[src/rtl/nco_xy_serializer_if.sv]
// nco_xy_serializer_if
//   Bundles the core-side sample handshake, the external frame strobe and the
//   serialized output lanes of nco_xy_serializer.
//   master : drives samples/rdy/underrun_clr (NCO core + pad-side environment)
//   slave  : the serializer itself
//   Signals: smp_x/smp_y/smp_is/smp_vld/smp_rdy  sample handshake
//            rdy                                 frame request strobe
//            x_out/y_out/is_out/busy             serialized frame
//            underrun/underrun_clr               sticky empty-FIFO flag
interface nco_xy_serializer_if #(
    parameter int DW = 12,
    parameter int CW = 2
);
    logic [DW-1:0] smp_x;
    logic [DW-1:0] smp_y;
    logic          smp_is;
    logic          smp_vld;
    logic          smp_rdy;
    logic          rdy;
    logic [CW-1:0] x_out;
    logic [CW-1:0] y_out;
    logic          is_out;
    logic          busy;
    logic          underrun;
    logic          underrun_clr;

    modport master (
        output smp_x, smp_y, smp_is, smp_vld, rdy, underrun_clr,
        input  smp_rdy, x_out, y_out, is_out, busy, underrun
    );

    modport slave (
        input  smp_x, smp_y, smp_is, smp_vld, rdy, underrun_clr,
        output smp_rdy, x_out, y_out, is_out, busy, underrun
    );
endinterface

[src/rtl/nco_xy_serializer.sv]
// nco_xy_serializer
//   Core-side transmitter for the NCO output port. X/Y sample pairs plus a
//   sign flag enter a small FIFO; on each rdy strobe seen in IDLE one frame
//   is sent CW bits per axis per cycle, LSB chunk first, followed by one
//   TAIL cycle. An empty FIFO at frame start repeats the last frame and sets
//   the sticky underrun flag.
//   Ports: clk, rst (async, active high), bus (nco_xy_serializer_if.slave).
module nco_xy_serializer #(
    parameter int DW    = 12,
    parameter int CW    = 2,
    parameter int DEPTH = 2
) (
    input  logic                 clk,
    input  logic                 rst,
    nco_xy_serializer_if.slave   bus
);
    localparam int NCH  = DW / CW;
    localparam int AW   = (DEPTH > 1) ? $clog2(DEPTH) : 1;
    localparam int CNTW = (NCH > 1) ? $clog2(NCH) : 1;
    localparam int WW   = 2 * DW + 1;

    typedef enum logic [1:0] {IDLE, SEND, TAIL} state_t;

    state_t          state, state_nxt;
    logic            load;

    // FIFO word layout: {is, y, x}
    logic [WW-1:0]   mem [DEPTH];
    logic [AW-1:0]   wp, rp;
    logic [AW:0]     count, count_nxt;
    logic            rdy_q;
    logic            push, pop, empty;

    logic [WW-1:0]   held;
    logic [WW-1:0]   frame;
    logic [DW-1:0]   sx, sy;
    logic [CNTW-1:0] cnt;
    logic            is_q;
    logic            unr_q;

    assign empty = (count == '0);
    assign push  = bus.smp_vld & rdy_q;
    assign pop   = load & ~empty;
    // Occupancy after this edge; smp_rdy is registered from it so a pop at
    // edge e on a full FIFO raises smp_rdy at that same edge.
    assign count_nxt = count + (AW+1)'(push) - (AW+1)'(pop);
    // Frame source uses pre-push FIFO state: a sample arriving on the load
    // edge waits for the next frame.
    assign frame = empty ? held : mem[rp];

    always_ff @(posedge clk or posedge rst) begin
        if (rst) state <= IDLE;
        else     state <= state_nxt;
    end

    always_comb begin
        state_nxt = state;
        load      = 1'b0;
        unique case (state)
            IDLE: if (bus.rdy) begin
                load      = 1'b1;
                state_nxt = SEND;
            end
            SEND: if (cnt == CNTW'(NCH - 1)) state_nxt = TAIL;
            TAIL: state_nxt = IDLE;
            default: state_nxt = IDLE;
        endcase
    end

    always_ff @(posedge clk or posedge rst) begin
        if (rst) begin
            for (int i = 0; i < DEPTH; i++) mem[i] <= '0;
            wp    <= '0;
            rp    <= '0;
            count <= '0;
            rdy_q <= 1'b1;
            held  <= '0;
            sx    <= '0;
            sy    <= '0;
            cnt   <= '0;
            is_q  <= 1'b0;
            unr_q <= 1'b0;
        end else begin
            if (push) begin
                mem[wp] <= {bus.smp_is, bus.smp_y, bus.smp_x};
                wp      <= wp + 1'b1;
            end
            if (pop) rp <= rp + 1'b1;
            count <= count_nxt;
            rdy_q <= (count_nxt != (AW+1)'(DEPTH));

            if (load) begin
                held <= frame;
                sx   <= frame[DW-1:0];
                sy   <= frame[2*DW-1:DW];
                is_q <= frame[WW-1];
                cnt  <= '0;
            end else if (state == SEND) begin
                sx  <= sx >> CW;
                sy  <= sy >> CW;
                cnt <= cnt + 1'b1;
            end

            // Set beats a same-edge clear.
            if (load && empty)         unr_q <= 1'b1;
            else if (bus.underrun_clr) unr_q <= 1'b0;
        end
    end

    assign bus.smp_rdy  = rdy_q;
    assign bus.x_out    = (state == SEND) ? sx[CW-1:0] : '0;
    assign bus.y_out    = (state == SEND) ? sy[CW-1:0] : '0;
    assign bus.is_out   = is_q;
    assign bus.busy     = (state != IDLE);
    assign bus.underrun = unr_q;
endmodule
[src/flat_wrapper.sv]
// flat-port wrapper written by rule: the top's interface ports become plain ports
module nco_xy_serializer_flat 
#(
    parameter int DW    = 12,
    parameter int CW    = 2,
    parameter int DEPTH = 2
)
  (clk, rst, bus_smp_x, bus_smp_y, bus_smp_is, bus_smp_vld, bus_rdy, bus_underrun_clr, bus_smp_rdy, bus_x_out, bus_y_out, bus_is_out, bus_busy, bus_underrun);
  nco_xy_serializer_if #(.DW(DW), .CW(CW)) bus_i ();
  input  logic clk;
  input  logic rst;
  input wire logic [$bits(bus_i.smp_x)-1:0] bus_smp_x;
  input wire logic [$bits(bus_i.smp_y)-1:0] bus_smp_y;
  input wire logic [$bits(bus_i.smp_is)-1:0] bus_smp_is;
  input wire logic [$bits(bus_i.smp_vld)-1:0] bus_smp_vld;
  input wire logic [$bits(bus_i.rdy)-1:0] bus_rdy;
  input wire logic [$bits(bus_i.underrun_clr)-1:0] bus_underrun_clr;
  output wire logic [$bits(bus_i.smp_rdy)-1:0] bus_smp_rdy;
  output wire logic [$bits(bus_i.x_out)-1:0] bus_x_out;
  output wire logic [$bits(bus_i.y_out)-1:0] bus_y_out;
  output wire logic [$bits(bus_i.is_out)-1:0] bus_is_out;
  output wire logic [$bits(bus_i.busy)-1:0] bus_busy;
  output wire logic [$bits(bus_i.underrun)-1:0] bus_underrun;
  assign bus_i.smp_x = bus_smp_x;
  assign bus_i.smp_y = bus_smp_y;
  assign bus_i.smp_is = bus_smp_is;
  assign bus_i.smp_vld = bus_smp_vld;
  assign bus_i.rdy = bus_rdy;
  assign bus_i.underrun_clr = bus_underrun_clr;
  assign bus_smp_rdy = bus_i.smp_rdy;
  assign bus_x_out = bus_i.x_out;
  assign bus_y_out = bus_i.y_out;
  assign bus_is_out = bus_i.is_out;
  assign bus_busy = bus_i.busy;
  assign bus_underrun = bus_i.underrun;
  nco_xy_serializer #(.DW(DW), .CW(CW), .DEPTH(DEPTH)) u_core (.clk(clk), .rst(rst), .bus(bus_i));
endmodule
[config.mk]
export PLATFORM = sky130hd
export DESIGN_NAME = nco_xy_serializer_flat
export DESIGN_NICKNAME = d
export VERILOG_FILES = /design/src/rtl/nco_xy_serializer_if.sv /design/src/rtl/nco_xy_serializer.sv /design/src/flat_wrapper.sv
export SDC_FILE = /design/constraint.sdc
export NUM_CORES = 1
export LEC_CHECK = 0
export ABC_CLOCK_PERIOD_IN_PS = 9400
export CORE_UTILIZATION = 45
export CTS_BUF_LIST = sky130_fd_sc_hd__clkbuf_8
export DETAILED_ROUTE_END_ITERATION = 8
export HOLD_SLACK_MARGIN = 0.06
export PLACE_DENSITY_LB_ADDON = 0.25
export SETUP_SLACK_MARGIN = 0.4
export SLEW_MARGIN = 10
export SYNTH_ARGS = -nofsm -noshare
export SYNTH_HDL_FRONTEND = slang
export SYNTH_SLANG_ARGS = --single-unit
[constraint.sdc]
create_clock -name clk -period 9.4 [get_ports clk]
set_input_delay 1.41 -clock clk [delete_from_list [all_inputs] [get_ports clk]]
set_output_delay 1.41 -clock clk [all_outputs]
set_load 0.01 [all_outputs]
Word level (Yosys, flattened, before mapping)
Index checks and enable logic that the tools add are counted.
{"block": "totals", "memories": 0, "ramBits": 0, "output_inout_bits": 8, "in_bits": 30, "ff_bits": 111, "elab_cells": 61, "mem_bits_ro": 0, "latch_bits": 0}
{"block": "op_classes", "add_sub_neg": 5, "bitwise": 5, "n_div": 0, "reduce_logical": 8, "multipliers": 0, "muxes": 22, "order_cmp": 3, "shift": 0, "n_eq_ne": 5}
{"operator": "25-bit 2-to-1 mux", "count": 5}
{"operator": "50-bit bitwise mux", "count": 1}
{"operator": "12-bit 2-to-1 mux", "count": 4}
{"operator": "25-bit demux with 1-bit select", "count": 1}
{"operator": "2-bit 2-to-1 mux", "count": 4}
{"operator": "3-bit 2-to-1 mux", "count": 2}
{"operator": "2-bit nonzero test", "count": 3}
{"operator": "2-bit greater-or-equal comparator (second input constant)", "count": 2}
{"operator": "2-bit zero test", "count": 2}
{"operator": "1-bit 2-to-1 mux", "count": 4}
{"operator": "2-bit != test (second input constant)", "count": 2}
{"operator": "1-bit NOT with 2-bit output", "count": 2}
{"operator": "2-bit one-hot mux with 2 select lines", "count": 1}
{"operator": "3-bit by 1-bit adder with 3-bit output (second input constant)", "count": 1}
{"operator": "3-bit == test (second input constant)", "count": 1}
{"operator": "1-bit adder (second input constant)", "count": 2}
{"operator": "2-bit by 1-bit adder with 2-bit output", "count": 1}
{"operator": "1-bit AND", "count": 2}
{"operator": "2-bit by 1-bit == test with 1-bit output (second input constant)", "count": 1}
{"operator": "1-bit logical AND", "count": 2}
{"operator": "2-bit by 1-bit < comparator with 1-bit output (second input constant)", "count": 1}
{"operator": "2-bit by 1-bit != test with 1-bit output (second input constant)", "count": 1}
{"operator": "2-bit AND reduction", "count": 1}
{"operator": "2-bit by 1-bit subtractor with 2-bit output", "count": 1}
{"operator": "1-bit NOT", "count": 1}

Depth between registers and ports, before layout
{"block": "depth", "depth_word": 6, "depth_mapped": 10, "ltp_nobuf": 9}

Worst setup path after synthesis
No wires, ideal clock.
{"block": "synth_path", "kind": "input -> register", "start": "input bus_rdy", "end": "register u_core.rdy_q (netlist: u_core.bus.smp_rdy)", "t_arrival_ps": 2939, "cell_stages": 10, "slack_ps": 6379, "setup_time_ps": 81, "t_required_ps": 9319, "n_path_buf": 1, "cell_sequence": "nand2b_1 -> or3_1 -> clkbuf_1 -> inv_1 -> ha_1 -> inv_1 -> ha_1 -> xnor2_1 -> xnor2_1 -> nand2b_1"}
{"block": "synth_via", "elab_chain_len": 5}
{"element": "from (decl)", "line_no": "flat_wrapper.sv:16", "text": "input wire logic [$bits(bus_i.rdy)-1:0] bus_rdy;"}
{"element": "1-bit 2-to-1 mux", "line_no": "nco_xy_serializer.sv:60", "text": "IDLE: if (bus.rdy) begin"}
{"element": "1-bit 2-to-1 mux", "line_no": "nco_xy_serializer.sv:59", "text": "unique case (state)"}
{"element": "1-bit AND", "line_no": "nco_xy_serializer.sv:43", "text": "assign pop = load & ~empty;"}
{"element": "net u_core.pop", "line_no": "nco_xy_serializer.sv:32", "text": "logic push, pop, empty;"}
{"element": "2-bit by 1-bit subtractor with 2-bit output", "line_no": "nco_xy_serializer.sv:46", "text": "assign count_nxt = count + (AW+1)'(push) - (AW+1)'(pop);"}
{"element": "net u_core.count_nxt[1]", "line_no": "nco_xy_serializer.sv:30", "text": "logic [AW:0] count, count_nxt;"}
{"element": "2-bit != test", "line_no": "nco_xy_serializer.sv:90", "text": "rdy_q <= (count_nxt != (AW+1)'(DEPTH));"}
{"element": "to (signal assigned)", "line_no": "nco_xy_serializer.sv:90"}
{"element": "to (decl)", "line_no": "nco_xy_serializer.sv:31", "text": "logic rdy_q;"}
The timed path passes the listed nets, and every way through them passes these cells.
A chain may end at the register's enable or synchronous reset.

Worst setup path in the final report
{"block": "layout_path", "start": "register u_core.state[0]", "end": "output bus_y_out[0]"}
{"block": "layout_via", "elab_chain_len": 2}
{"element": "from (decl)", "line_no": "nco_xy_serializer.sv:24", "text": "state_t state, state_nxt;"}
{"element": "from (signal assigned)", "line_no": "nco_xy_serializer.sv:53", "text": "else state <= state_nxt;"}
{"element": "2-bit by 1-bit == test with 1-bit output", "line_no": "nco_xy_serializer.sv:112", "text": "assign bus.y_out = (state == SEND) ? sy[CW-1:0] : '0;"}
{"element": "2-bit 2-to-1 mux", "line_no": "nco_xy_serializer.sv:112"}
{"element": "to (decl)", "line_no": "flat_wrapper.sv:20", "text": "output wire logic [$bits(bus_i.y_out)-1:0] bus_y_out;"}
Every way passes these cells.

==> results.json <==
{
  "yosys.area_share.simple_pct": 11.2,
  "ys_seq_area_share_pct": 56.8,
  "syn_nets": 429,
  "whs_ns": 0.475,
  "worstMarginPinSlew_ns": 1.16,
  "rows": 37,
  "grt_usage_pct": 17.9,
  "clock_sinks": 110,
  "finClkSkew_ns": 0.0108,
  "ys_top_cells_by_area": "dfrtp_1 (56%), mux2_2 (12%), mux2i_1 (5.4%), a21o_1 (3.1%), o32a_1 (3.1%)",
  "dp_hpwl_mm": 5.76,
  "hold_viol_final": 0,
  "power_density_mw_per_mm2": 328,
  "grt_pass1_vias": 3132,
  "cts_tree": "built",
  "cp-end-kind": "output pin",
  "drcViolationCount": 0,
  "peakVddDrop_uv": 125,
  "die_x_um": 106,
  "setup_viol_count_final": 0,
  "layout_commonest_cell": "dfrtp_1",
  "clk_path_buf_depth": 2,
  "area_growth_pct": 13.1,
  "startpoint_type": "register",
  "cp_max_fo": 31,
  "ios": 38,
  "post_drt_wl_per_cell_um": 15.9,
  "die_y_um": 106,
  "ys_seq_elements": 110,
  "slew_violations": 0,
  "antenna_found_initial": 0,
  "synth_area_mm2": 0.00485,
  "wirelength_mm": 8.92,
  "synthCells": 395,
  "clk_latency_ns": 0.36,
  "avgSynthCellArea_um2": 12.3,
  "clockRootBuffer": "clkbuf_8",
  "holdCritPathClass": "reg -> reg",
  "tns_ns": 0,
  "dr.pass1.iters": 4,
  "yosysUniqueCellTypes": 36,
  "ctsHoldBuffers": 0,
  "htreeDepth": 3,
  "initial_core_util_pct": 46.8,
  "synth_compound_gate_area_share_pct": 10.1,
  "power_leakage_nw": 2.62,
  "synthMuxAreaShare_pct": 17.0,
  "synthAdderAreaFrac_pct": 1.03,
  "antenna_cells": 0,
  "synth_xor_area_share_pct": 0.722,
  "via_count": 3112,
  "via_per_inst": 5.55,
  "cp.arrival_ns": 2.38,
  "clkTransAtPathRegs_ns": 0.09,
  "critPathMaxStageDelay_ns": 1.01,
  "max_freq_mhz": 264,
  "numCtsBuffers": 9,
  "final_cell_area_mm2": 0.00549,
  "worstSetupPathType": "reg -> out",
  "place_congestion": 0.762,
  "min_period_over_period_pct": 40.4,
  "grt_pass1_wl_mm": 15.6,
  "period_minus_slack_ns": 3.79,
  "cts_resized": 0,
  "dpl-instance-area_mm2": 0.00530,
  "cp_slowest_cell": "dfrtp_1",
  "yosysTopAreaCell": "dfrtp_1",
  "total_power_w": 0.00180,
  "status": "completed",
  "worst-path-buf-inv": 1,
  "port-buffer-count": 37,
  "most-common-layout-cells": "dfrtp_1 (109), mux2_2 (50), nand2_1 (37), clkdlybuf4s50_1 (37), mux2i_1 (26)",
  "grt.overflow.total": 0,
  "core-area_mm2": 0.0104,
  "die_area_mm2": 0.0112,
  "nets": 454,
  "ant_nets": 0,
  "slew-limit-headroom_pct": 22.6,
  "yosys_warnings": 0,
  "post_cts_buffers": 0,
  "cap_viol_max_count": 0,
  "crit_chain": "nor2b_1 -> and2_1 -> clkdlybuf4s50_1",
  "layout-drive-gt1-share_pct": 17.6,
  "synth_top_family_by_area": "multiplexers",
  "grt_start_max_net_pins": 86,
  "required_ns": 7.99,
  "cp_top_family": "flip-flops",
  "synth_top_area_share_pct": 56.2,
  "rsz0062_at_grt": "no",
  "drt-initial-drc-count": 177
}
[sequential cells by signal, indices dropped and copies added (netlist names), 2 cells and up]
name and flops:
u_core.mem 50, u_core.held 24, u_core.sx 12, u_core.sy 12, u_core.cnt 3, u_core.count 2
u_core.state 2
[metrics by stage]
| step | utilization (%) | instances | worst slack, ns |
|---|---|---|---|
| floorplan | - | 395 | 5.09 |
| global placement | 51.1 | 545 | 5.50 |
| detailed placement | 51.1 | 545 | 5.43 |
| CTS | 52.9 | 561 | 5.55 |
| global route | 52.9 | 561 | 5.39 |
| finish | 52.9 | 561 | 5.61 |
[layer usage]
metal	up-vias	global-route usage (%)	part of all wire, %
met1	1575	26.4	51
met5	-	0	0
li1	1465	-	-
met3	14	2.47	3.3
met4	0	6.65	1.8
met2	58	26.8	44
[cells in the mapped netlist]
library cell  number
a22o_1             1
or3_1              6
o21ai_0            8
buf_2             10
xor2_1             1
a31oi_1            1
a21o_1            20
o21bai_1           1
nor4b_2            1
a221o_1            4
ha_1               4
or3b_4             1
mux2_2            50
dfrtp_1          109
and3_1            16
nor3b_1            1
nand2_1           37
nor2_1             7
o21ba_2            1
and2b_1            1
nor3_1            19
clkbuf_1          14
mux2i_1           26
nand2b_1          10
buf_4              1
xnor2_1            3
buf_6              2
o32a_1            15
o22ai_1            1
inv_1              6
and2_1             5
a221oi_1           5
dfstp_2            1
nor2b_1            1
a21oi_1            5
or2_2              1
[where the power goes]
group | internal, W | total, W | leakage (nW) | switching, W
registers | 0.000703 | 0.000834 | 1.33 | 0.000131
logic | 0.000370 | 0.000690 | 1.19 | 0.000320
clock network | 0.000122 | 0.000276 | 0.102 | 0.000154
[path summary, 6_finish.rpt]
kind,from,end,slack (ns),cells after the start
worst max-delay path,u_core.state[0],bus_y_out[0],5.61,3
worst min-delay path,u_core.held[9],u_core.held[9],0.47,1
worst max register to register,u_core.state[0],u_core.bus.smp_rdy,6.26,9
worst min register to register,u_core.held[9],u_core.held[9],0.47,1
max in group asynchronous,rst,u_core.mem[49],6.70,3
min in group asynchronous,rst,u_core.mem[27],1.36,2
[final cells by class]
type | instances | area, um2
timing repair buffer | 41 | 400
clock inverter | 7 | 67.6
inverter | 6 | 25.0
fill | 930 | 4880
tap | 136 | 170
clock buffer | 9 | 124
sequential | 110 | 2750
multi-input combinational | 252 | 1950
[cell families after synthesis]
family	count (synthesis)
flops	110
xor+xnor	4
compound gates	62
buf+inv	33
simple gates	106
mux	76
fa+ha+maj	4
Power figures use the tool's default switching activity.
